--- config.mk ---
export PLATFORM = sky130hd
export DESIGN_NAME = ysyx_25020037_rd_sched
export DESIGN_NICKNAME = d
export VERILOG_FILES = /design/src/rtl/ysyx_25020037_rd_sched.sv
export SDC_FILE = /design/constraint.sdc
export NUM_CORES = 1
export LEC_CHECK = 0
export BUFFER_PORTS_ARGS = -buffer_cell sky130_fd_sc_hd__buf_2
export CORE_AREA = 2 2 107 109
export DETAILED_ROUTE_END_ITERATION = 16
export DIE_AREA = 0 0 109 111
export PLACE_DENSITY_LB_ADDON = 0.15
export SYNTH_ARGS = -nofsm -noshare
export SYNTH_HDL_FRONTEND = slang
export SYNTH_SLANG_ARGS = --single-unit
--- constraint.sdc ---
create_clock -name clk -period 2.6 [get_ports clk]
set_input_delay 0.13 -clock clk [delete_from_list [all_inputs] [get_ports clk]]
set_output_delay 0.13 -clock clk [all_outputs]
set_load 0.005 [all_outputs]
--- src/rtl/ysyx_25020037_rd_sched.sv ---
// ysyx_25020037_rd_sched: two-master AXI4 read scheduler (IFU=m0, LSU=m1) onto one downstream read port.
// LSU has fixed priority, and an anti-starvation counter lets the IFU win. One burst is in flight at a time.
`default_nettype none

module ysyx_25020037_rd_sched #(
    parameter int STARVE_MAX = 8,
    parameter int AW         = 32,
    parameter int DW         = 32
) (
    input  logic          clk,
    input  logic          rst_n,
    input  logic          m0_arvalid_i,
    output logic          m0_arready_o,
    input  logic [AW-1:0] m0_araddr_i,
    input  logic [3:0]    m0_arid_i,
    input  logic [7:0]    m0_arlen_i,
    input  logic [2:0]    m0_arsize_i,
    input  logic [1:0]    m0_arburst_i,
    output logic          m0_rvalid_o,
    input  logic          m0_rready_i,
    output logic [DW-1:0] m0_rdata_o,
    output logic [1:0]    m0_rresp_o,
    output logic [3:0]    m0_rid_o,
    output logic          m0_rlast_o,
    input  logic          m1_arvalid_i,
    output logic          m1_arready_o,
    input  logic [AW-1:0] m1_araddr_i,
    input  logic [3:0]    m1_arid_i,
    input  logic [7:0]    m1_arlen_i,
    input  logic [2:0]    m1_arsize_i,
    input  logic [1:0]    m1_arburst_i,
    output logic          m1_rvalid_o,
    input  logic          m1_rready_i,
    output logic [DW-1:0] m1_rdata_o,
    output logic [1:0]    m1_rresp_o,
    output logic [3:0]    m1_rid_o,
    output logic          m1_rlast_o,
    output logic          s_arvalid_o,
    input  logic          s_arready_i,
    output logic [AW-1:0] s_araddr_o,
    output logic [3:0]    s_arid_o,
    output logic [7:0]    s_arlen_o,
    output logic [2:0]    s_arsize_o,
    output logic [1:0]    s_arburst_o,
    input  logic          s_rvalid_i,
    output logic          s_rready_o,
    input  logic [DW-1:0] s_rdata_i,
    input  logic [1:0]    s_rresp_i,
    input  logic [3:0]    s_rid_i,
    input  logic          s_rlast_i,
    output logic          busy_o
);

    localparam logic [1:0] S_IDLE = 2'd0;
    localparam logic [1:0] S_ADDR = 2'd1;
    localparam logic [1:0] S_DATA = 2'd2;
    localparam logic [7:0] C_STARVE_MAX = 8'(STARVE_MAX);

    logic [1:0] state_q, state_d;
    logic       grant_q, grant_d;
    logic [7:0] starve_q, starve_d;
    logic [8:0] beat_q, beat_d;
    logic [7:0] len_q, len_d;

    logic       w_sel;
    logic       w_ar_hs;
    logic       w_r_hs;
    logic       w_cnt_end;
    logic [1:0] w_rresp;

    // LSU wins a tie unless the IFU has been passed over STARVE_MAX times in a row.
    assign w_sel     = m1_arvalid_i && !(m0_arvalid_i && (starve_q == C_STARVE_MAX));
    assign w_ar_hs   = (state_q == S_ADDR) && s_arvalid_o && s_arready_i;
    assign w_r_hs    = (state_q == S_DATA) && s_rvalid_i && s_rready_o;
    assign w_cnt_end = (beat_q == {1'b0, len_q});
    // A burst that runs out of beats without RLAST is closed with SLVERR on its final beat.
    assign w_rresp   = (w_cnt_end && !s_rlast_i) ? 2'b10 : s_rresp_i;

    always_ff @(posedge clk or negedge rst_n) begin
        if (!rst_n) begin
            state_q  <= S_IDLE;
            grant_q  <= 1'b0;
            starve_q <= 8'd0;
            beat_q   <= 9'd0;
            len_q    <= 8'd0;
        end else begin
            state_q  <= state_d;
            grant_q  <= grant_d;
            starve_q <= starve_d;
            beat_q   <= beat_d;
            len_q    <= len_d;
        end
    end

    always_comb begin
        state_d  = state_q;
        grant_d  = grant_q;
        starve_d = starve_q;
        beat_d   = beat_q;
        len_d    = len_q;
        case (state_q)
            S_IDLE: begin
                if (m0_arvalid_i || m1_arvalid_i) begin
                    state_d = S_ADDR;
                    grant_d = w_sel;
                    if (!w_sel) begin
                        starve_d = 8'd0;
                    end else if (m0_arvalid_i && (starve_q < C_STARVE_MAX)) begin
                        starve_d = starve_q + 8'd1;
                    end
                end
            end
            S_ADDR: begin
                if (w_ar_hs) begin
                    state_d = S_DATA;
                    len_d   = grant_q ? m1_arlen_i : m0_arlen_i;
                    beat_d  = 9'd0;
                end
            end
            S_DATA: begin
                if (w_r_hs) begin
                    beat_d = beat_q + 9'd1;
                    if (s_rlast_i || w_cnt_end) begin
                        state_d = S_IDLE;
                    end
                end
            end
            default: state_d = S_IDLE;
        endcase
    end

    always_comb begin
        m0_arready_o = 1'b0;
        m1_arready_o = 1'b0;
        m0_rvalid_o  = 1'b0;
        m0_rdata_o   = '0;
        m0_rresp_o   = 2'b00;
        m0_rid_o     = 4'd0;
        m0_rlast_o   = 1'b0;
        m1_rvalid_o  = 1'b0;
        m1_rdata_o   = '0;
        m1_rresp_o   = 2'b00;
        m1_rid_o     = 4'd0;
        m1_rlast_o   = 1'b0;
        s_arvalid_o  = 1'b0;
        s_araddr_o   = '0;
        s_arid_o     = 4'd0;
        s_arlen_o    = 8'd0;
        s_arsize_o   = 3'd0;
        s_arburst_o  = 2'b00;
        s_rready_o   = 1'b0;
        busy_o       = (state_q != S_IDLE);
        case (state_q)
            S_ADDR: begin
                if (grant_q) begin
                    s_arvalid_o  = m1_arvalid_i;
                    s_araddr_o   = m1_araddr_i;
                    s_arid_o     = m1_arid_i;
                    s_arlen_o    = m1_arlen_i;
                    s_arsize_o   = m1_arsize_i;
                    s_arburst_o  = m1_arburst_i;
                    m1_arready_o = s_arready_i;
                end else begin
                    s_arvalid_o  = m0_arvalid_i;
                    s_araddr_o   = m0_araddr_i;
                    s_arid_o     = m0_arid_i;
                    s_arlen_o    = m0_arlen_i;
                    s_arsize_o   = m0_arsize_i;
                    s_arburst_o  = m0_arburst_i;
                    m0_arready_o = s_arready_i;
                end
            end
            S_DATA: begin
                if (grant_q) begin
                    s_rready_o  = m1_rready_i;
                    m1_rvalid_o = s_rvalid_i;
                    m1_rdata_o  = s_rdata_i;
                    m1_rresp_o  = w_rresp;
                    m1_rid_o    = s_rid_i;
                    m1_rlast_o  = s_rlast_i;
                end else begin
                    s_rready_o  = m0_rready_i;
                    m0_rvalid_o = s_rvalid_i;
                    m0_rdata_o  = s_rdata_i;
                    m0_rresp_o  = w_rresp;
                    m0_rid_o    = s_rid_i;
                    m0_rlast_o  = s_rlast_i;
                end
            end
            default: ;
        endcase
    end

endmodule

`default_nettype wire
==> impl_summary.md, run 1 <==
Yosys
The count of warnings emitted by yosys is 0. The sequential cell area fraction in the yosys report is 0.248. For this run, the leading register cell type out of synthesis is sky130_fd_sc_hd__dfrtp_1.

Ranked by total cell area, the synthesized netlist is headed by sky130_fd_sc_hd__dfrtp_1 25%, sky130_fd_sc_hd__mux2i_1 18%, sky130_fd_sc_hd__and2_1 8.8%, sky130_fd_sc_hd__and3_1 8.6%, sky130_fd_sc_hd__nor2_1 8.2%. The mean instance size in the synthesized netlist is 7.79 µm². The netlist uses 44 different library cells. The largest area contributor in the synthesized netlist is sky130_fd_sc_hd__dfrtp_1.

The post-synthesis async set-or-reset flop share is 1.00. The synthesized net count is 511. The number of enable-type register cells in the synthesized netlist is 0. The area share of the largest cell type after synthesis is 0.248. Synthesis inferred 28 register bits. Counting every instance in the synthesized netlist gives 363.

The post-synthesis instance area is 0.00283 mm².

Cells and area
The area of the multi-input gates is 0.00198 mm². The layout cell share with drive strength beyond 1 is 0.475. In the final design database the tool counted 770 nets.

The count of non-filler cells in the finished layout is 764. The flip-flop and latch area is 704 µm². The area growth from synthesis to layout is 56.5%. 0 antenna diodes ended up in the layout. After filler insertion, the fill cell instance count of the layout stands at 1,178.

Die
The initialized floorplan defines 39 standard-cell rows. The full die area is 0.0121 mm². The number of placed I/O pins is 279.

The height of the die is 111 µm. The initial utilization of the core area, before any placement, comes to 0.255. The x dimension of the die is 109 µm. The core area is 0.0111 mm².

Clock tree
The clock latency on the worst-skew pair is 0.26 ns. After clock tree synthesis, the clock-pin slew on the worst setup and hold paths is 0.07 ns. The sink count of the clock tree is 28.

The maximum level of the CTS H-tree is 1. The number of clock buffers added by TritonCTS is 3. TritonCTS built the clock tree. Post-CTS timing repair inserted 0 buffers for setup. The root buffer cell is sky130_fd_sc_hd__clkbuf_16.

The number of buffers between clock root and the deepest sink is 2.

Critical path
The cell family contributing the most delay on the critical path is simple AND/OR/NAND/NOR gates. The startpoint of the worst-slack reg-to-reg timing path is grant_q. The data required time of the critical path is 2.47 ns. The worst setup path is captured at an output pin. The largest single stage delay on the critical path is 0.57 ns.

The library cell contributing the largest single delay on the critical path is sky130_fd_sc_hd__or4_1. Data on the critical path arrives at its endpoint at 1.95 ns. The setup slack of the most critical reg-to-reg path is 0.77 ns. Along the worst path, the maximum fanout reaches 5.

The type of the worst setup path is reg2out. STA classifies the critical path startpoint as a register. The number of cells on the worst reg-to-reg path is 4.

The endpoint identified for the worst register-to-register timing path is beat_q[8]. Walking the worst path, the cells encountered are xor2_1, or4_1, nor4_4, o21a_1, buf_2. Counting both buffers and inverters, the worst setup path holds a total of 1.

Pwr
For this design the static power due to leakage is 2.79 nW. The total power divided by cell area is 737 mW/mm². IR analysis of the VDD net gives a maximum drop of 0.424 mV.

Worst hold path
For hold timing, the worst endpoint is state_q[0]. The startpoint of the worst hold path is s_arready_i. The cell depth of the worst min-delay path is 2.

In this run the worst hold path is classified as in2reg.

GRT
The overall fraction of global-route tracks in use is 0.171. The first-pass GRT wire length is 16,400 µm. Entering global routing, the biggest net connects 51 pins.

The overall overflow remaining after global route is 0. The number of antenna violations at the first check in global routing was 1. The number of global-route vias before repair is 3,177.

Detailed routing
Once detail routing completed, the nets flagged for antenna violations numbered 0. The via-per-instance ratio is 4.62. For this block, the routed nets add up to 11,200 µm of wire.

Detailed routing inserted a total of 3,529 vias. The DRC marker count from the first detailed-route iteration is 195. In the routed design, unresolved DRC markers number 0. The average wire per cell in the routed design is 14.6 µm. The number of search-and-repair iterations in the first detailed-routing pass is 4.

Job
The max-capacitance violation count is 0.

Timing
Setup violations remaining at the end of the flow were counted as 0. The post-route clock period utilization is 0.801. The worst slew margin relative to its limit is 0.356. For the pin with the worst max-slew slack, the measured transition is 0.967 ns.

The sum of negative setup slack is 0 ns. The time the final worst path needs with I/O delays and setup is 2.08 ns. Setup repair after global routing left no endpoint under its margin. The number of pins exceeding their max-slew limit in the final report is 0. The number of hold-slack violations in the final timing report is 0.

Between clock sinks in the finished design, the worst skew comes to 0.00522 ns. The maximum operating frequency is 480 MHz.

Placed design
The total instance count after detailed placement is 759. Summed over all nets, the half-perimeter wirelength after detailed placement is 9350 µm. Port buffering added 278 buffers. The placer congestion estimate is 0.803.

Outcome
The flow ran to the end, and the final reports show no timing, DRC or antenna violations.
[layout make-up]
cell class / instances / share of cell area
clock buffer: 3 / 0.0170
clock inverter: 1 / 0.00678
inverter: 6 / 0.00509
multi-input combinational: 299 / 0.447
sequential: 28 / 0.159
tap: 143 / 0.0404
timing repair buffer: 284 / 0.325
[layout by cell type (no fill, tap or decap), types with 2 or more instances in the layout]
cell	netlist	routed
sky130_fd_sc_hd__mux2i_1	52	52
sky130_fd_sc_hd__o211ai_1	4	4
sky130_fd_sc_hd__nand3_1	8	8
sky130_fd_sc_hd__buf_2	10	278
sky130_fd_sc_hd__o21a_1	7	7
sky130_fd_sc_hd__xor2_1	5	5
sky130_fd_sc_hd__nor3_1	2	2
sky130_fd_sc_hd__and3_1	39	39
sky130_fd_sc_hd__o31ai_1	2	2
sky130_fd_sc_hd__xnor2_1	5	5
sky130_fd_sc_hd__nor4b_1	3	3
sky130_fd_sc_hd__dfrtp_1	28	27
sky130_fd_sc_hd__nor2b_1	3	2
sky130_fd_sc_hd__or4_1	3	3
sky130_fd_sc_hd__buf_4	0	5
sky130_fd_sc_hd__clkbuf_16	0	3
sky130_fd_sc_hd__ha_1	3	3
sky130_fd_sc_hd__nor4_1	3	3
sky130_fd_sc_hd__o2111ai_1	2	2
sky130_fd_sc_hd__inv_1	6	6
sky130_fd_sc_hd__o21ai_0	11	11
sky130_fd_sc_hd__nor2_1	62	62
sky130_fd_sc_hd__a21oi_1	4	4
sky130_fd_sc_hd__and2_1	40	40
sky130_fd_sc_hd__nand2_1	21	21
sky130_fd_sc_hd__nand4_1	2	2
[repair_timing]
action,CTS,global route
endpoints found under the hold margin,28,0
hold buffers,1,0
resized for setup,0,0
[synthesized netlist by cell type (2+ instances only)]
master and instances:
sky130_fd_sc_hd__nor2_1 62, sky130_fd_sc_hd__mux2i_1 52, sky130_fd_sc_hd__and2_1 40, sky130_fd_sc_hd__and3_1 39
sky130_fd_sc_hd__dfrtp_1 28, sky130_fd_sc_hd__nand2_1 21, sky130_fd_sc_hd__clkbuf_1 17, sky130_fd_sc_hd__o21ai_0 11
sky130_fd_sc_hd__buf_2 10, sky130_fd_sc_hd__nand3_1 8, sky130_fd_sc_hd__o21a_1 7, sky130_fd_sc_hd__inv_1 6
sky130_fd_sc_hd__xnor2_1 5, sky130_fd_sc_hd__xor2_1 5, sky130_fd_sc_hd__a21oi_1 4, sky130_fd_sc_hd__o211ai_1 4
sky130_fd_sc_hd__ha_1 3, sky130_fd_sc_hd__nor2b_1 3, sky130_fd_sc_hd__nor4_1 3, sky130_fd_sc_hd__nor4b_1 3
sky130_fd_sc_hd__or4_1 3, sky130_fd_sc_hd__buf_1 2, sky130_fd_sc_hd__nand2b_1 2, sky130_fd_sc_hd__nand4_1 2
sky130_fd_sc_hd__nor3_1 2, sky130_fd_sc_hd__o2111ai_1 2, sky130_fd_sc_hd__o31ai_1 2
[routing by layer]
layer  wire (µm)  up-vias  global-route usage  part of all wire
met5          11        -                   0           0.00099
met3         998        6              0.0335             0.089
met1        4080     1566               0.182              0.37
li1            -     1775                   -                 -
met4          70        2              0.0274            0.0063
met2        6000      180               0.342              0.54
[sequential cells by signal, summed over array words and instances (netlist names)]
register,flops
starve_q,8
state_q,2
beat_q,9
len_q,8
grant_q,1
[where the power goes]
part | switching (W) | internal (W)
logic | 0.00114 | 0.000953
clock network | 0.000151 | 0.000307
registers | 0.000168 | 0.000546
total | 0.00146 | 0.00181
[kinds of logic (layout without fill, tap and decap cells)]
group / Yosys count / count (layout) / synth area share
and+or+nand+nor: 195 / 195 / 0.369
DFF: 28 / 28 / 0.248
adders and majority gates: 3 / 3 / 0.0133
AOI/OAI and AO/OA: 36 / 36 / 0.0871
buffers and inverters: 36 / 294 / 0.0548
muxes: 55 / 55 / 0.197
xor gates and xnor gates: 10 / 10 / 0.0310
[per-stage QoR]
| stage | power (W) | utilization | hold slack [ns] | instance area, µm² | setup slack, ns |
|---|---|---|---|---|---|
| after floorplan | 0.00198 | - | -0.166 | 2830 | 1.02 |
| after global placement | 0.00284 | 0.389 | 0.203 | 4310 | 0.807 |
| after detailed placement | 0.00286 | 0.389 | 0.197 | 4310 | 0.775 |
| after CTS | 0.00333 | 0.400 | 0.144 | 4430 | 0.480 |
| after global routing | 0.00355 | 0.400 | 0.139 | 4430 | 0.371 |
| final | 0.00326 | 0.400 | 0.146 | 4430 | 0.518 |
[worst max path at each step]
stage                         start            end  slack (ns)  cells after the start
final                     beat_q[4]  m1_rresp_o[1]        0.52                      5
after floorplan           beat_q[4]  m0_rresp_o[1]        1.02                      4
after global placement      grant_q      beat_q[8]        0.81                      4
after CTS                   grant_q   s_arlen_o[5]        0.48                      4
after global routing        grant_q   s_arlen_o[4]        0.37                      4
after detailed placement    grant_q   s_arlen_o[5]        0.78                      4
(Power assumes the default switching activity.)
==> run 2: changes to the inputs <==
Settings changed: ABC_AREA from default to 1, CORE_AREA 2 2 107 109 to 2 2 109 111, DIE_AREA 0 0 109 111 to 0 0 111 113.
Clock period 2.6 ns to 1.76 ns, I/O delays scaled along.
==> run 2 against run 1 <==
Effect of this change: design area is 2.3% higher; non-clock buffer count is 14 higher; flip-flop and latch count stayed put; clock power is 25% higher; critical path type unchanged; largest cell class unchanged; highest routed layer is now met4.
==> impl_summary.md, run 2 <==
Outcome
Result of the run: complete, no violations (unchanged).

Cells and area
The final design area excluding fillers was 0.00453 mm² (was 0.00443 mm²). The final net count is 922 (was 770). The number of diodes came to 0 (unchanged).

The flip-flop and latch area is 704 µm² (unchanged). The area growth from synthesis to layout is 64.6% (was 56.5%). The count of non-filler cells in the finished layout is 916 (was 764).

The most common library cell in the layout ignoring fill and taps is sky130_fd_sc_hd__buf_2 (unchanged). The number of flip-flops under the largest register name came to 9 (unchanged). The number of fill cells is 1,227 (was 1,178). The register containing the most flip-flops in the final layout is beat_q (unchanged). Commonest cells after routing, fill and taps aside: 278 x sky130_fd_sc_hd__buf_2, 144 x sky130_fd_sc_hd__nand2_1, 110 x sky130_fd_sc_hd__nor2_1 (was 278 x sky130_fd_sc_hd__buf_2, 62 x sky130_fd_sc_hd__nor2_1, 52 x sky130_fd_sc_hd__mux2i_1). Top Registers: beat_q: 9 flops, len_q: 8 flops, starve_q: 8 flops (unchanged). The area of the multi-input gates is 0.00171 mm² (was 0.00198 mm²). The layout cell share with drive strength beyond 1 is 0.420 (was 0.475).

Detailed routing
The via-per-instance ratio is 4.38 (was 4.62). The total routed wire length on the met1 layer is 4570 µm (was 4080 µm). The DRC marker count from the first detailed-route iteration is 207 (was 195).

The top layer reached by signal wires is met4 (was met5). The remaining routing DRC violations came to 0 (unchanged). The via count is 4,011 (was 3,529). The post-route antenna net violation count came to 0 (unchanged). The number of search-and-repair iterations in the first detailed-routing pass came to 4 (unchanged).

The met2 routed wirelength came to 5920 µm (was 6000 µm). The length of routed met3 wiring came to 808 µm (was 998 µm). The average wire per cell in the routed design was 12.6 µm (was 14.6 µm). The total wire length is 11,500 µm (was 11,200 µm).

Yosys
The number of enable-type register cells in the synthesized netlist is 0 (unchanged). The commonest register cell after synthesis is sky130_fd_sc_hd__dfrtp_1 (unchanged). The post-synthesis async set-or-reset flop share was 1.00 (unchanged). The post-synthesis instance area came to 0.00275 mm² (was 0.00283 mm²). The mean instance size in the synthesized netlist came to 5.57 µm² (was 7.79 µm²). The largest area contributor in the synthesized netlist is sky130_fd_sc_hd__dfrtp_1 (unchanged). The count of warnings emitted by yosys is 0 (unchanged). The area share of the largest cell type after synthesis is 0.254 (was 0.248). The synthesized net count is 642 (was 511).

The synthesized instance count is 494 (was 363). Cell types with the largest area share after synthesis: sky130_fd_sc_hd__dfrtp_1 25%, sky130_fd_sc_hd__nand2_1 20%, sky130_fd_sc_hd__nor2_1 15%, sky130_fd_sc_hd__inv_1 9.3%, sky130_fd_sc_hd__a21oi_1 8.0% (was sky130_fd_sc_hd__dfrtp_1 25%, sky130_fd_sc_hd__mux2i_1 18%, sky130_fd_sc_hd__and2_1 8.8%, sky130_fd_sc_hd__and3_1 8.6%, sky130_fd_sc_hd__nor2_1 8.2%). The most frequent cell after synthesis was sky130_fd_sc_hd__nand2_1 (was sky130_fd_sc_hd__nor2_1).

Synth top cells by count: 147 x sky130_fd_sc_hd__nand2_1, 111 x sky130_fd_sc_hd__nor2_1, 68 x sky130_fd_sc_hd__inv_1, 44 x sky130_fd_sc_hd__a21oi_1, 28 x sky130_fd_sc_hd__dfrtp_1 (was 62 x sky130_fd_sc_hd__nor2_1, 52 x sky130_fd_sc_hd__mux2i_1, 40 x sky130_fd_sc_hd__and2_1, 39 x sky130_fd_sc_hd__and3_1, 28 x sky130_fd_sc_hd__dfrtp_1). The unique cell type count in the Yosys netlist is 30 (was 44). The sequential cell area fraction in the yosys report came to 0.254 (was 0.248). The number of storage elements in the synthesis netlist is 28 (unchanged).

Critical path
The data required time of the critical path came to 1.67 ns (was 2.47 ns). The buffers plus inverters on the worst setup path is 2 (was 1). The arrival time reported for the critical path endpoint is 1.63 ns (was 1.95 ns).

The category of the worst setup path capture point is an output pin (unchanged). The maximum fanout along the worst path is 4 (was 5). The type of element launching the critical path is a register (unchanged). Cells along the critical path: inv_2, nand2_1, nand2_1, nor2_1, nand3_1, nor2_2, nand2_2, a21oi_2, buf_2 (was xor2_1, or4_1, nor4_4, o21a_1, buf_2). The startpoint of the worst-slack reg-to-reg timing path is grant_q (unchanged). The largest stage delay on the critical path is 0.43 ns (was 0.57 ns). The cell family contributing the most delay on the critical path is simple AND/OR/NAND/NOR gates (unchanged). The library cell contributing the largest single delay on the critical path is sky130_fd_sc_hd__dfrtp_1 (was sky130_fd_sc_hd__or4_1). The type of the worst setup path is reg2out (unchanged).

The setup slack of the most critical reg-to-reg path came to 0.15 ns (was 0.77 ns). By instance count, the cell type seen most on the critical path is sky130_fd_sc_hd__nand2_1. The startpoint of the most critical setup path is beat_q[3] (was beat_q[4]).

Placed design
The worst-case setup slack after placement came to 0.205 ns (was 0.775 ns). The number of I/O port buffers is 278 (unchanged). The placement-stage cell area came to 0.00432 mm² (was 0.00431 mm²). The detailed placer's ending HPWL came to 9270 µm (was 9350 µm). The total instance count after detailed placement is 900 (was 759). The placer congestion estimate is 0.912 (was 0.803).

Timing
The post-route clock period utilization is 0.977. The worst slew margin relative to its limit is 0.563 (was 0.356). The time the final worst path needs with I/O delays and setup is 1.72 ns.

The clock skew is 0.00504 ns (was 0.00522 ns). Setup repair after global routing missed its margin: true (was false). The post-route worst setup slack is 0.0410 ns (was 0.518 ns). The final-layout worst hold slack is 0.141 ns (was 0.146 ns). The number of hold-slack violations in the final timing report is 0 (unchanged). The setup-violating endpoint count in the final report came to 0 (unchanged). The number of pins exceeding their max-slew limit in the final report is 0 (unchanged). The maximum operating frequency is 582 MHz. The transition at the pin with the smallest max-transition slack is 0.656 ns (was 0.967 ns).

Clock tree
The clock latency on the worst-skew pair is 0.26 ns (about the same). The root buffer cell was sky130_fd_sc_hd__clkbuf_16 (unchanged). The clock slew seen by the registers of the worst setup and hold paths was 0.07 ns (about the same). The TritonCTS clock tree is built (unchanged). The sink count of the clock tree came to 28 (unchanged). The number of buffers between clock root and the deepest sink is 2 (unchanged).

The maximum level of the CTS H-tree came to 1 (unchanged). The CTS buffer count is 3 (unchanged).

GRT
The number of global-route vias before repair is 3,823 (was 3,177). The number of antenna violations at the first check in global routing is 0 (was 1). The maximum number of pins on one net before global-route repair is 41 (was 51). The first-pass GRT wire length was 18,000 µm (was 16,400 µm). The overall overflow remaining after global route came to 0 (unchanged). The overall fraction of global-route tracks in use came to 0.172 (was 0.171).

Die
The number of placement rows came to 39 (unchanged). The starting density of the core is 0.244 (was 0.255). The height of the die is 113 µm (was 111 µm). The x dimension of the die was 111 µm (was 109 µm). The full die area is 0.0125 mm² (was 0.0121 mm²). The core area came to 0.0113 mm² (was 0.0111 mm²).

The number of placed I/O pins is 279 (unchanged).

Pwr
The total power divided by cell area is 1090 mW/mm² (was 737 mW/mm²). The reported leakage power is 2.89 nW (was 2.79 nW). The total power consumption of the routed design was 0.00495 W (was 0.00326 W). The maximum ir drop on the vdd rail is 0.682 mV (was 0.424 mV).

Worst hold path
The type of the worst min-delay path is in2reg (unchanged). The startpoint of the worst hold path is m0_arlen_i[3] (was s_arready_i).

Job
The max-capacitance violation count is 0 (unchanged).
-- run 2: cell count changes after synthesis, sizes merged, moves of 40 or more --
cell | previous run | this run
a21oi | 4 | 45
nand2 | 21 | 149
nor2 | 62 | 113
mux2i | 52 | 8
and2 | 40 | 0
inv | 6 | 72
-- run 2: path summary, 6_finish.rpt --
path                                 end  depth (start not counted)
hold / removal                  len_q[3]                          3
min in group asynchronous    starve_q[6]                          2
setup reg to reg               beat_q[8]                          8
setup / recovery           m0_rresp_o[1]                          9
hold reg to reg              starve_q[6]                          2
max in group asynchronous        grant_q                          2
-- run 2: cell type report --
| class | instances | share of cell area |
|---|---|---|
| clock buffer | 4 | 0.0196 |
| inverter | 72 | 0.0607 |
| multi-input combinational | 371 | 0.377 |
| sequential | 28 | 0.155 |
| tap | 143 | 0.0395 |
| timing repair buffer | 298 | 0.348 |
-- run 2: power by group --
part / total [W] / switching (W) / internal, W
logic: 0.00342 / 0.00202 / 0.00140
registers: 0.000958 / 0.000152 / 0.000805
clock network: 0.000572 / 0.000223 / 0.000349
total: 0.00495 / 0.00240 / 0.00256
-- run 2: stage by stage --
| stage | TNS [ns] | utilization |
|---|---|---|
| final | 0 | 0.402 |
| after global routing | -0.224 | 0.402 |
| after CTS | -0.00441 | 0.395 |
| after detailed placement | 0 | 0.384 |
| after global placement | 0 | 0.384 |
| after floorplan | 0 | - |
-- run 2: tightest hold or removal path: stages --
cell and delay [ns]:
sky130_fd_sc_hd__buf_2 0.08, sky130_fd_sc_hd__mux2i_1 0.07, sky130_fd_sc_hd__o21ai_0 0.14
-- run 2: layer usage --
| metal | vias up | track usage |
|---|---|---|
| met3 | 18 | 0.0327 |
| met4 | 0 | 0.0433 |
| met1 | 1753 | 0.200 |
| li1 | 2060 | - |
| met2 | 180 | 0.325 |
| met5 | - | 0 |
-- run 2: repair_timing --
item / in CTS / in global routing
setup buffers: 3 / 7
endpoints found under the hold margin: 28 / 0
gates resized for setup: 3 / 11
gates cloned: 0 / 1
endpoints found under the setup margin: 9 / 27
pin swaps: 1 / 5
hold buffers: 1 / 0
-- run 2: logic make-up after synthesis --
logic type	Yosys count	share of synthesized area
AND/OR/NAND/NOR	282	0.413
multiplexers	8	0.0291
flip-flops	28	0.254
AO/OA/AOI/OAI	70	0.134
XOR/XNOR	7	0.0223
buffers and inverters	96	0.134
adder cells (fa/ha/maj)	3	0.0136
